<file path="config.mk">
export PLATFORM = sky130hd
export DESIGN_NAME = parking_gate_ctrl
export DESIGN_NICKNAME = d
export VERILOG_FILES = /design/src/rtl/parking_gate_ctrl.sv
export SDC_FILE = /design/constraint.sdc
export NUM_CORES = 1
export LEC_CHECK = 0
export BUFFER_PORTS_ARGS = -buffer_cell sky130_fd_sc_hd__buf_2
export CAP_MARGIN = 20
export CORE_ASPECT_RATIO = 0.9
export CORE_UTILIZATION = 55
export CTS_BUF_LIST = sky130_fd_sc_hd__clkbuf_16
export CTS_CLUSTER_SIZE = 30
export DETAILED_ROUTE_END_ITERATION = 6
export GPL_TIMING_DRIVEN = 1
export HOLD_SLACK_MARGIN = 0.1
export PLACE_DENSITY = 0.73
export SLEW_MARGIN = 10
export SYNTH_ARGS = -nofsm -noshare
export SYNTH_HDL_FRONTEND = slang
export SYNTH_SLANG_ARGS = --single-unit
</file>
<file path="constraint.sdc">
create_clock -name clk -period 3.62 [get_ports clk]
set_input_delay 0.181 -clock clk [delete_from_list [all_inputs] [get_ports clk]]
set_output_delay 0.181 -clock clk [all_outputs]
set_load 0.005 [all_outputs]
</file>
<file path="src/rtl/parking_gate_ctrl.sv">
// Parking gate controller: arbitrates entry/exit requests onto one gate.
// Optional alarm output enabled by defining PARK_ALARM_EN.
module parking_gate_ctrl #(
  parameter int CLK_FREQUENCY    = 40_000_000,
  parameter int CAPACITY         = 8,
  parameter int CNT_W            = 4,
  parameter int GATE_OPEN_CYCLES = 400_000_000,
  parameter int CLOSE_CYCLES     = 40_000_000,
  parameter int TMR_W            = 32
) (
  input  logic             clk,
  input  logic             reset_n,
  input  logic             entry_req,
  input  logic             exit_req,
  input  logic             car_passed,
  output logic             gate_open,
  output logic             gate_dir,
  output logic [CNT_W-1:0] occupied,
  output logic             full,
  output logic             empty,
  output logic             busy,
`ifdef PARK_ALARM_EN
  output logic             alarm,
`endif
  output logic             reject
);

  if (CLK_FREQUENCY <= 0 || CAPACITY < 1 ||
      (1 << CNT_W) <= CAPACITY) begin : g_param_chk
    $error("parking_gate_ctrl: bad parameters");
  end

  typedef enum logic [1:0] {
    S_IDLE  = 2'd0,
    S_OPEN  = 2'd1,
    S_CLOSE = 2'd2
  } state_e;

  localparam logic [TMR_W-1:0] OPEN_LAST  = TMR_W'(GATE_OPEN_CYCLES - 1);
  localparam logic [TMR_W-1:0] CLOSE_LAST = TMR_W'(CLOSE_CYCLES - 1);
  localparam logic [CNT_W-1:0] CAP        = CNT_W'(CAPACITY);
  localparam logic [CNT_W-1:0] ONE        = CNT_W'(1);

  state_e           state_q, state_d;
  logic [TMR_W-1:0] timer_q, timer_d;
  logic [CNT_W-1:0] occ_q, occ_d;
  logic             ep_q, ep_d;
  logic             xp_q, xp_d;
  logic             last_q, last_d;
  logic             dir_q, dir_d;
  logic             rej_q, rej_d;
  logic             full_q, empty_q;
  logic             cp_s1_q, cp_s2_q, cp_s3_q;
  logic             cp_rise;
  logic             take_exit;

  assign cp_rise   = cp_s2_q & ~cp_s3_q;
  assign take_exit = xp_q & (~ep_q | ~last_q);

  // Car sensor synchroniser plus one stage for edge detection.
  always_ff @(posedge clk or negedge reset_n) begin
    if (!reset_n) begin
      cp_s1_q <= 1'b0;
      cp_s2_q <= 1'b0;
      cp_s3_q <= 1'b0;
    end else begin
      cp_s1_q <= car_passed;
      cp_s2_q <= cp_s1_q;
      cp_s3_q <= cp_s2_q;
    end
  end

  // Next-state: arbitration, gate sequencing, occupancy and pend latches.
  always_comb begin
    state_d = state_q;
    timer_d = timer_q;
    occ_d   = occ_q;
    ep_d    = ep_q;
    xp_d    = xp_q;
    last_d  = last_q;
    dir_d   = dir_q;
    rej_d   = 1'b0;
    unique case (state_q)
      S_IDLE: begin
        if (take_exit) begin
          xp_d = 1'b0;
          if (empty_q) begin
            rej_d = 1'b1;
          end else begin
            state_d = S_OPEN;
            timer_d = '0;
            dir_d   = 1'b1;
            last_d  = 1'b1;
          end
        end else if (ep_q) begin
          ep_d = 1'b0;
          if (full_q) begin
            rej_d = 1'b1;
          end else begin
            state_d = S_OPEN;
            timer_d = '0;
            dir_d   = 1'b0;
            last_d  = 1'b0;
          end
        end
      end
      S_OPEN: begin
        if (cp_rise) begin
          occ_d   = dir_q ? occ_q - ONE : occ_q + ONE;
          state_d = S_CLOSE;
          timer_d = '0;
        end else if (timer_q == OPEN_LAST) begin
          state_d = S_CLOSE;
          timer_d = '0;
        end else begin
          timer_d = timer_q + 1'b1;
        end
      end
      S_CLOSE: begin
        if (timer_q == CLOSE_LAST) begin
          state_d = S_IDLE;
          timer_d = '0;
        end else begin
          timer_d = timer_q + 1'b1;
        end
      end
      default: state_d = S_IDLE;
    endcase
    if (entry_req) ep_d = 1'b1;
    if (exit_req)  xp_d = 1'b1;
  end

  // Controller state registers; full/empty track the next occupancy.
  always_ff @(posedge clk or negedge reset_n) begin
    if (!reset_n) begin
      state_q <= S_IDLE;
      timer_q <= '0;
      occ_q   <= '0;
      ep_q    <= 1'b0;
      xp_q    <= 1'b0;
      last_q  <= 1'b0;
      dir_q   <= 1'b0;
      rej_q   <= 1'b0;
      full_q  <= 1'b0;
      empty_q <= 1'b1;
    end else begin
      state_q <= state_d;
      timer_q <= timer_d;
      occ_q   <= occ_d;
      ep_q    <= ep_d;
      xp_q    <= xp_d;
      last_q  <= last_d;
      dir_q   <= dir_d;
      rej_q   <= rej_d;
      full_q  <= (occ_d == CAP);
      empty_q <= (occ_d == '0);
    end
  end

`ifdef PARK_ALARM_EN
  logic [TMR_W-1:0] alarm_cnt_q;
  logic             alarm_trig;

  assign alarm_trig =
    (state_q == S_IDLE && !take_exit && ep_q && full_q) ||
    (state_q == S_OPEN && !cp_rise && timer_q == OPEN_LAST);

  // Alarm holds for CLOSE_CYCLES after a full-lot reject or gate timeout.
  always_ff @(posedge clk or negedge reset_n) begin
    if (!reset_n) begin
      alarm_cnt_q <= '0;
    end else if (alarm_trig) begin
      alarm_cnt_q <= TMR_W'(CLOSE_CYCLES);
    end else if (alarm_cnt_q != '0) begin
      alarm_cnt_q <= alarm_cnt_q - 1'b1;
    end
  end

  assign alarm = (alarm_cnt_q != '0);
`endif

  assign gate_open = (state_q == S_OPEN);
  assign busy      = (state_q != S_IDLE);
  assign gate_dir  = dir_q;
  assign occupied  = occ_q;
  assign full      = full_q;
  assign empty     = empty_q;
  assign reject    = rej_q;

endmodule

</file>
After elaboration in Yosys (flattened, before gate mapping):

Index checks and enable logic that the tools add are counted.

* register bits: 47
* input port bits: 5
* logic and storage cells: 81
* output and inout port bits: 10

* eq/ne operators: 13
* reduce and logical (&&, ||, !) cells: 13
* multiplexer cells: 34
* add/subtract/negate cells: 3
* bitwise operators: 6

Operator list (number)
* 2-to-1 mux 32 bit: 7
* one-hot mux 32 bit (3 select lines): 1
* adder 32 x 1 -> 32 bit (second input constant): 1
* == test 32 x 26 -> 1 bit (second input constant): 1
* == test 32 x 29 -> 1 bit (second input constant): 1
* 2-to-1 mux 1 bit: 15
* 2-to-1 mux 2 bit: 7
* 2-to-1 mux 4 bit: 3
* nonzero test 2 bit: 5
* != test 3 bit (second input constant): 3
* AND reduction 4 bit: 2
* != test 2 bit (second input constant): 3
* one-hot mux 2 bit (3 select lines): 1
* AND reduction 5 bit: 1
* adder 4 x 1 -> 4 bit (second input constant): 1
* == test 4 bit (second input constant): 1
* logical NOT 4 bit: 1
* AND reduction 2 bit: 2
* subtractor 4 x 1 -> 4 bit (second input constant): 1
* != test 3 x 1 -> 1 bit (second input constant): 1
* NOT 1 bit: 3
* nonzero test 3 bit: 1
* AND 1 bit: 2
* == test 2 x 1 -> 1 bit (second input constant): 1
* 4 further kinds: 4

Depth between registers and ports, before layout:

Gate-level depths: netlist of run 1.

* depth in word-level cells: 6
* mapped depth: 10
* gate-level depth less buffers: 7

Worst setup path before layout of run 1:

Ideal clock, no wire load.

* kind: register to register
* from: register timer_q[23]
* to: register timer_q[17]
* path buffers: 3
* setup time: 0.128 ns
* clock period less this slack: 2.269 ns
* data required time: 3.492 ns
* slack: 1.351 ns
* data arrival time: 2.141 ns
* cell stages (with the launch flop): 10
* path through: dfrtp_1 -> nand2b_1 -> or4_1 -> o311a_1 -> or2_1 -> buf_6 -> buf_6 -> buf_6 -> a31oi_1 -> o31ai_1

* longest elaborated chain between the ends: 4
* elaborated cells on any way between the ends: 6
* classes of those cells: 2 x eq/ne; 4 x mux

RTL lines
* start: declaration: line 45 `logic [TMR_W-1:0] timer_q, timer_d;`
* start signal: assignment: line 148 `timer_q <= timer_d;`
* == test 32 x 29 -> 1 bit: line 112 `end else if (timer_q == OPEN_LAST) begin`
* 2-to-1 mux 32 bit: line 112
* 2-to-1 mux 32 bit: line 108 `if (cp_rise) begin`
* one-hot mux 32 bit (3 select lines) (*): line 83 `unique case (state_q)`

Every way passes the cells marked *; elsewhere a longest branch is shown, timed or not.
A chain may end at the register's enable or synchronous reset.

Worst setup path after layout of run 1:

* from: register timer_q[0]
* to: register timer_q[16]

* longest elaborated chain between the ends: 4
* elaborated cells on any way between the ends: 7
* classes of those cells: 1 x add/sub; 2 x eq/ne; 4 x mux

RTL lines (line)
* adder 32 x 1 -> 32 bit / == test 32 x 29 -> 1 bit (equally long branches): 116, 124, 112
* 2-to-1 mux 32 bit: 112
* 2-to-1 mux 32 bit: 108
* one-hot mux 32 bit (3 select lines) (*): 83

Marks and branches as above.

==> reports/metrics.csv, run 1 <==
metric,value,unit
CTS sink cnt,47,
Routed WL,5800,um
Layout area overhead,11.6,%
ANT cells,0,
"EDFF count, synth",0,
H-Tree Depth,2,
reg2reg end,timer_q[16],
total grt overflow,0,
DRT iter0 DRCs,123,
Final Setup Violations,0,
PwrDens,722,mW/mm^2
vias in the first global route,1982,
Slew Limit Fails,0,
TNS Setup,0,ps
Worst setup EP type,flip-flop,
CTS Buffer Depth,2,
gpl congestion,0.824,
IO buf count,14,
Place WS,840,ps
Ports,15,
flip-flop count of the largest register after layout,32,
WHS Path Cells,0,
"Hold Vio Cnt, Final",0,
Total Power,2160,uW
Detailed Routing Iterations Pass 1,4,
sequential cell area,0.00118,sq mm
"Design Area, Final",0.00299,sq mm
GRT Total Usage,0.253,
r2r startpoint,timer_q[0],
Main synth FF type,dfrtp_1,
hold endpoint,cp_s2_q,
"Seq/Total Area, Yosys",0.439,
initial antenna violation count,0,
Worst-Skew Late Latency,280,ps
RSZ-0062 raised after global routing,false,
CTS Root Cell,clkbuf_16,
crit path launch type,flip-flop,
CTS buffer count,5,
max cap viols,0,
CTS tree,yes,
Vias/cell,6.07,
Chip Width,75.6,um
Ys Warns,0,
Initial Util,0.586,
critical path class,reg -> reg,
critical path arrival,2930,ps
final antenna-violating net count,0,
LEAKAGE,0.00131,uW
core area,0.00458,sq mm
Detailed Place HPWL,3940,um
Peak Freq,0.361,GHz
pin count of the biggest net entering global routing,48,
non-filler instance count after layout,362,
Placed Area,0.00276,sq mm
Multi-input gate area,0.00140,sq mm
worst reg2reg setup slack,850,ps
share of cells above drive strength 1,0.130,
"Most flops, register",timer_q,
Post-synth ARST share,1.00,
DRC,0,
wire length per cell,16.0,um
CP max FO,22,
Post-Synthesis Cells,283,
fillers,374,
r2r worst-path depth,7,
die area,0.00516,sq mm
Period minus WS final,2770,ps
via count,2197,
placed cells,349,
layout net count,311,
die height,68.2,um
Peak VDD IR,0.432,mV
Syn Nets,295,
Post-Syn Area,0.00268,sq mm
FP Rows,23,
hold_sp,cp_s1_q,
outcome,completed,
critical path required time,3780,ps
CTS resizes,0,
max_slew headroom,0.381,
first-pass GRT wire length,9700,um
Clock transition at path regs,60,ps
fin crit share,0.766,
Slew @ Worst Pin,926,ps
Worst Skew,3.05,ps
"flops & latches, synth",47,
syn_area_per_cell,9.47,sq um
Hold Path Class,reg -> reg,
count of different cell masters after synthesis,55,
Final Worst Setup Slack,849,ps
## cells by family after synthesis
logic type | share of synthesized area
AO/OA/AOI/OAI | 0.189
adder cells (fa/ha/maj) | 0.0355
multiplexers | 0.0233
AND/OR/NAND/NOR | 0.260
buffers and inverters | 0.0406
XOR/XNOR | 0.0131
flip-flops | 0.439
## worst max-delay path by stage
stage	slack (ps)	to	start	depth (start not counted)
global route	580	timer_q[18]	timer_q[0]	7
CTS	850	timer_q[16]	timer_q[0]	7
finish	850	timer_q[16]	timer_q[0]	7
global placement	990	timer_q[16]	timer_q[0]	7
detailed placement	840	timer_q[16]	timer_q[0]	7
floorplan	1350	timer_q[17]	timer_q[23]	9
## synth_stat cells (7+ instances only)
cell | count | area share
dfrtp_1 | 46 | 0.43
nand2_1 | 30 | 0.042
nand3_1 | 27 | 0.050
nor2_1 | 17 | 0.024
o21ai_0 | 16 | 0.030
a22o_1 | 11 | 0.036
and2_1 | 7 | 0.016
and3_1 | 7 | 0.016
o31ai_1 | 7 | 0.020
## per-stage QoR
stage	util	hold slack, ps
6_report	0.654	359
5_1_grt	0.654	370
4_1_cts	0.646	133
3_5_place_dp	0.604	298
3_3_place_gp	0.604	291
2_1_floorplan	-	-115
## cells in the final DEF, fill, tap and decap left out, types with 5 or more instances in the layout
cell type,Yosys,routed
a21o_1,5,5
a21o_2,6,6
a21oi_1,5,5
a22o_1,11,11
and2_1,7,7
and3_1,7,7
buf_2,3,14
clkbuf_16,0,5
dfrtp_1,46,46
ha_1,6,6
inv_1,6,8
nand2_1,30,30
nand2b_1,6,6
nand3_1,27,27
nor2_1,17,17
o21ai_0,16,16
o31ai_1,7,7
## per-layer routing
layer  GRT usage  share of wire  up-vias
li1            -              -     1085
met1       0.374           0.50     1066
met2       0.384           0.46       40
met3      0.0442          0.033        6
met4      0.0625         0.0083        0
met5           0              0        -
## report_power, final
group	switching [uW]	total, uW	internal, uW
combinational	598	987	389
clock	186	506	321
sequential	70.0	667	597
total	854	2160	1310
## final cells by class
class	count	share of cell area
inverters	6	0.00753
clock buffers	5	0.0418
flip-flops and latches	47	0.394
multi-input cells	218	0.468
clock inverters	3	0.0125
repair buffers	21	0.0510
well taps	62	0.0259
## repair_timing
item                                    4_1_cts  5_1_grt
endpoints found under the setup margin        0        0
hold endpoints to repair                      3       21
setup buffers                                 0        0
hold buffers                                  3        1
## critical path, cell delays in order, from the launching register on
cell and delay, ps:
dfrtp_1 400, ha_1 240, and4_1 260, nand3_1 170
o31a_1 190, or2_1 650, nand2_2 310, o311ai_0 410
Power figures use the tool's default switching activity.
==> run 2, diff against run 1 <==
ABC_AREA = 1   (was default)
clock period = 2.9 ns   (was 3.62 ns; I/O delays follow)
==> reports/metrics.csv, run 2 <==
metric,value,unit,change
syn_area_per_cell,6.59,sq um,-30%
core area,0.00535,sq mm,+17%
Main synth FF type,dfrtp_1,,
Multi-input gate area,0.00167,sq mm,+20%
wire length per cell,13.1,um,-18%
Post-Synthesis Cells,475,,+68%
via count,2986,,+36%
fillers,475,,+27%
"Most flops, register",timer_q,,
"most common cell after layout, fill and taps aside",nand2_1,,
worst reg2reg setup slack,680,ps,-170 ps
critical path class,reg -> reg,,
most frequent cells in the layout,"nand2_1 (160), nor2_1 (75), inv_1 (59), nand3_1 (47), dfrtp_1 (46)",,
share of cells above drive strength 1,0.0827,,-0.0473
r2r worst-path depth,8,,+1
fin crit share,0.766,,about the same
ANT cells,0,,unchanged
Period minus WS final,2220,ps,-549 ps
postcts setup bufs,0,,unchanged
CP cell instances,inv_1 > ha_1 > nand2_1 > nand2_1 > buf_12 > nand2_1 > xor2_1 > nor2_1,,
vias in the first global route,2492,,+26%
met3 routed wirelength,453,um,+130%
Ports,15,,unchanged
top cell type's share of synthesized area,0.368,,-0.0613
Vias/cell,5.30,,-13%
CTS Root Cell,clkbuf_16,,
count of different cell masters after synthesis,32,,-42%
Syn Nets,487,,+65%
Chip Width,81.5,um,+7.8%
Slew Limit Fails,0,,unchanged
CTS buffer count,5,,unchanged
die height,73.5,um,+7.8%
Routed WL,7400,um,+27%
max_slew headroom,0.633,,+0.252
final antenna-violating net count,0,,unchanged
pin count of the biggest net entering global routing,48,,unchanged
Worst-Skew Late Latency,290,ps,about the same
Worst setup EP type,flip-flop,,
CP max-delay cell,ha_1,,
Detailed Place HPWL,5470,um,+39%
Initial Util,0.585,,-0.00120
"Seq/Total Area, Yosys",0.376,,-0.0627
initial antenna violation count,0,,unchanged
TNS Setup,0,ps,unchanged
PwrDens,752,mW/mm^2,+4.1%
Post-synth ARST share,1.00,,unchanged
layout net count,507,,+63%
DRT iter0 DRCs,220,,+79%
largest cells by area after synthesis,"dfrtp_1 (37%), nand2_1 (19%), nor2_1 (9.0%), nand3_1 (7.5%), inv_1 (7.1%)",,
first-pass GRT wire length,12000,um,+24%
"Buf+Inv Stages, Crit Path",2,,+2
CTS tree,yes,,
LEAKAGE,0.00164,uW,+25%
critical path arrival,2390,ps,-540 ps
flip-flop count of the largest register after layout,32,,unchanged
critical path required time,3060,ps,-720 ps
DRC,0,,unchanged
die area,0.00599,sq mm,+16%
GRT Total Usage,0.268,,+0.0150
CTS sink cnt,47,,unchanged
"flops & latches, synth",47,,unchanged
cell mode on critical path,nand2_1,,
synth cell count leaders,"nand2_1 (160), nor2_1 (75), inv_1 (59)",,
Slew @ Worst Pin,551,ps,-375 ps
Detailed Routing Iterations Pass 1,5,,+1
Levels on crit path,8,,+1
Layout area overhead,11.0,%,
Post-Syn Area,0.00313,sq mm,+17%
max cap viols,0,,unchanged
"EDFF count, synth",0,,unchanged
Peak Freq,0.450,GHz,+25%
reg2reg end,timer_q[18],,
largest area contributor in the netlist,dfrtp_1,,
routed wl met2,3130,um,+18%
r2r startpoint,state_q[1],,
RSZ-0062 raised after global routing,false,,
Peak VDD IR,0.968,mV,+120%
outcome,completed,,
WL met1,3760,um,+29%
H-Tree Depth,2,,unchanged
Clock transition at path regs,70,ps,about the same
"Hold Vio Cnt, Final",0,,unchanged
gpl congestion,0.944,,+15%
FP Rows,25,,+8.7%
crit path launch type,flip-flop,,
CTS Buffer Depth,2,,unchanged
"delay-heaviest family, CP",simple AND/OR/NAND/NOR gates,,
top-count cell post-synth,nand2_1,,
sequential cell area,0.00118,sq mm,unchanged
IO buf count,14,,unchanged
CP max FO,18,,-18%
Worst Skew,9.27,ps,+6.22 ps
Hold Path Class,in -> async,,
total grt overflow,0,,unchanged
post-layout util,0.649,,-0.00493
Crit path largest cell delay,630,ps,-20 ps
Final Setup Violations,0,,unchanged
Ys Warns,0,,unchanged
Top Metal Used,met4,,
==> run 2: changes by cell type in the layout (fill, tap and decap cells not counted), sizes merged, moves of 7 or more <==
cell,change
o31ai,-7
and2,-8
nand3,+20
nor2,+62
a22o,-11
a21o,-9
nand2,+137
inv,+54
==> run 2: kinds of logic after synthesis <==
| logic type | synth area share |
|---|---|
| buf+inv | 0.0884 |
| xor+xnor | 0.0252 |
| compound gates | 0.0628 |
| flops | 0.376 |
| fa+ha+maj | 0.0304 |
| simple gates | 0.417 |
==> run 2: how the worst max path moves through the flow <==
stage          startpoint  slack (ps)          end
2_1_floorplan    gate_dir        1180         full
3_3_place_gp   state_q[0]         770  timer_q[18]
3_5_place_dp   state_q[1]         720  timer_q[18]
4_1_cts        state_q[1]         700  timer_q[18]
5_1_grt        state_q[0]         540  timer_q[18]
6_report       state_q[1]         680  timer_q[18]
==> run 2: routing by layer <==
metal  global-route usage  vias to the layer above
met5                    0                        -
met3               0.0410                        6
met2                0.396                       92
met1                0.409                     1362
li1                     -                     1526
met4               0.0575                        0
==> run 2: power breakdown <==
group	internal [uW]	leakage [uW]	total (uW)	switching, uW
Combinational	367	0.000948	1180	813
Sequential	749	0.000623	829	80.0
Clock	329	0.0000723	601	272
==> run 2: area by class of cell <==
cell class / count / area share
Tap cell: 67 / 0.0242
Clock buffer: 5 / 0.0360
Inverter: 60 / 0.0649
Clock inverter: 3 / 0.00793
Multi-Input combinational cell: 360 / 0.482
Sequential cell: 47 / 0.339
Timing Repair Buffer: 21 / 0.0454
==> run 2: worst reg2reg max path, stage by stage, from the launching register on <==
cell and delay, ps:
dfrtp_1 350, inv_1 70, ha_1 630, nand2_1 150, nand2_1 410, buf_12 220
nand2_1 70, xor2_1 150, nor2_1 50
==> run 2: what timing repair did <==
| action | in CTS | in global routing |
|---|---|---|
| resized for setup | 0 | 0 |
| hold buffers | 4 | 0 |
| endpoints found under the hold margin | 49 | 0 |
| endpoints found under the setup margin | 0 | 0 |
==> run 2: metrics by stage <==
stage | hold WS (ps) | cells | total power, uW | worst slack, ps | cell area [sq um]
3_5_place_dp | 258 | 550 | 2000 | 724 | 3260
2_1_floorplan | -151 | 475 | 1700 | 1180 | 3130
6_report | 254 | 563 | 2610 | 678 | 3470
4_1_cts | 362 | 562 | 2600 | 704 | 3450
3_3_place_gp | 253 | 550 | 1990 | 771 | 3260
5_1_grt | 289 | 563 | 2800 | 536 | 3470
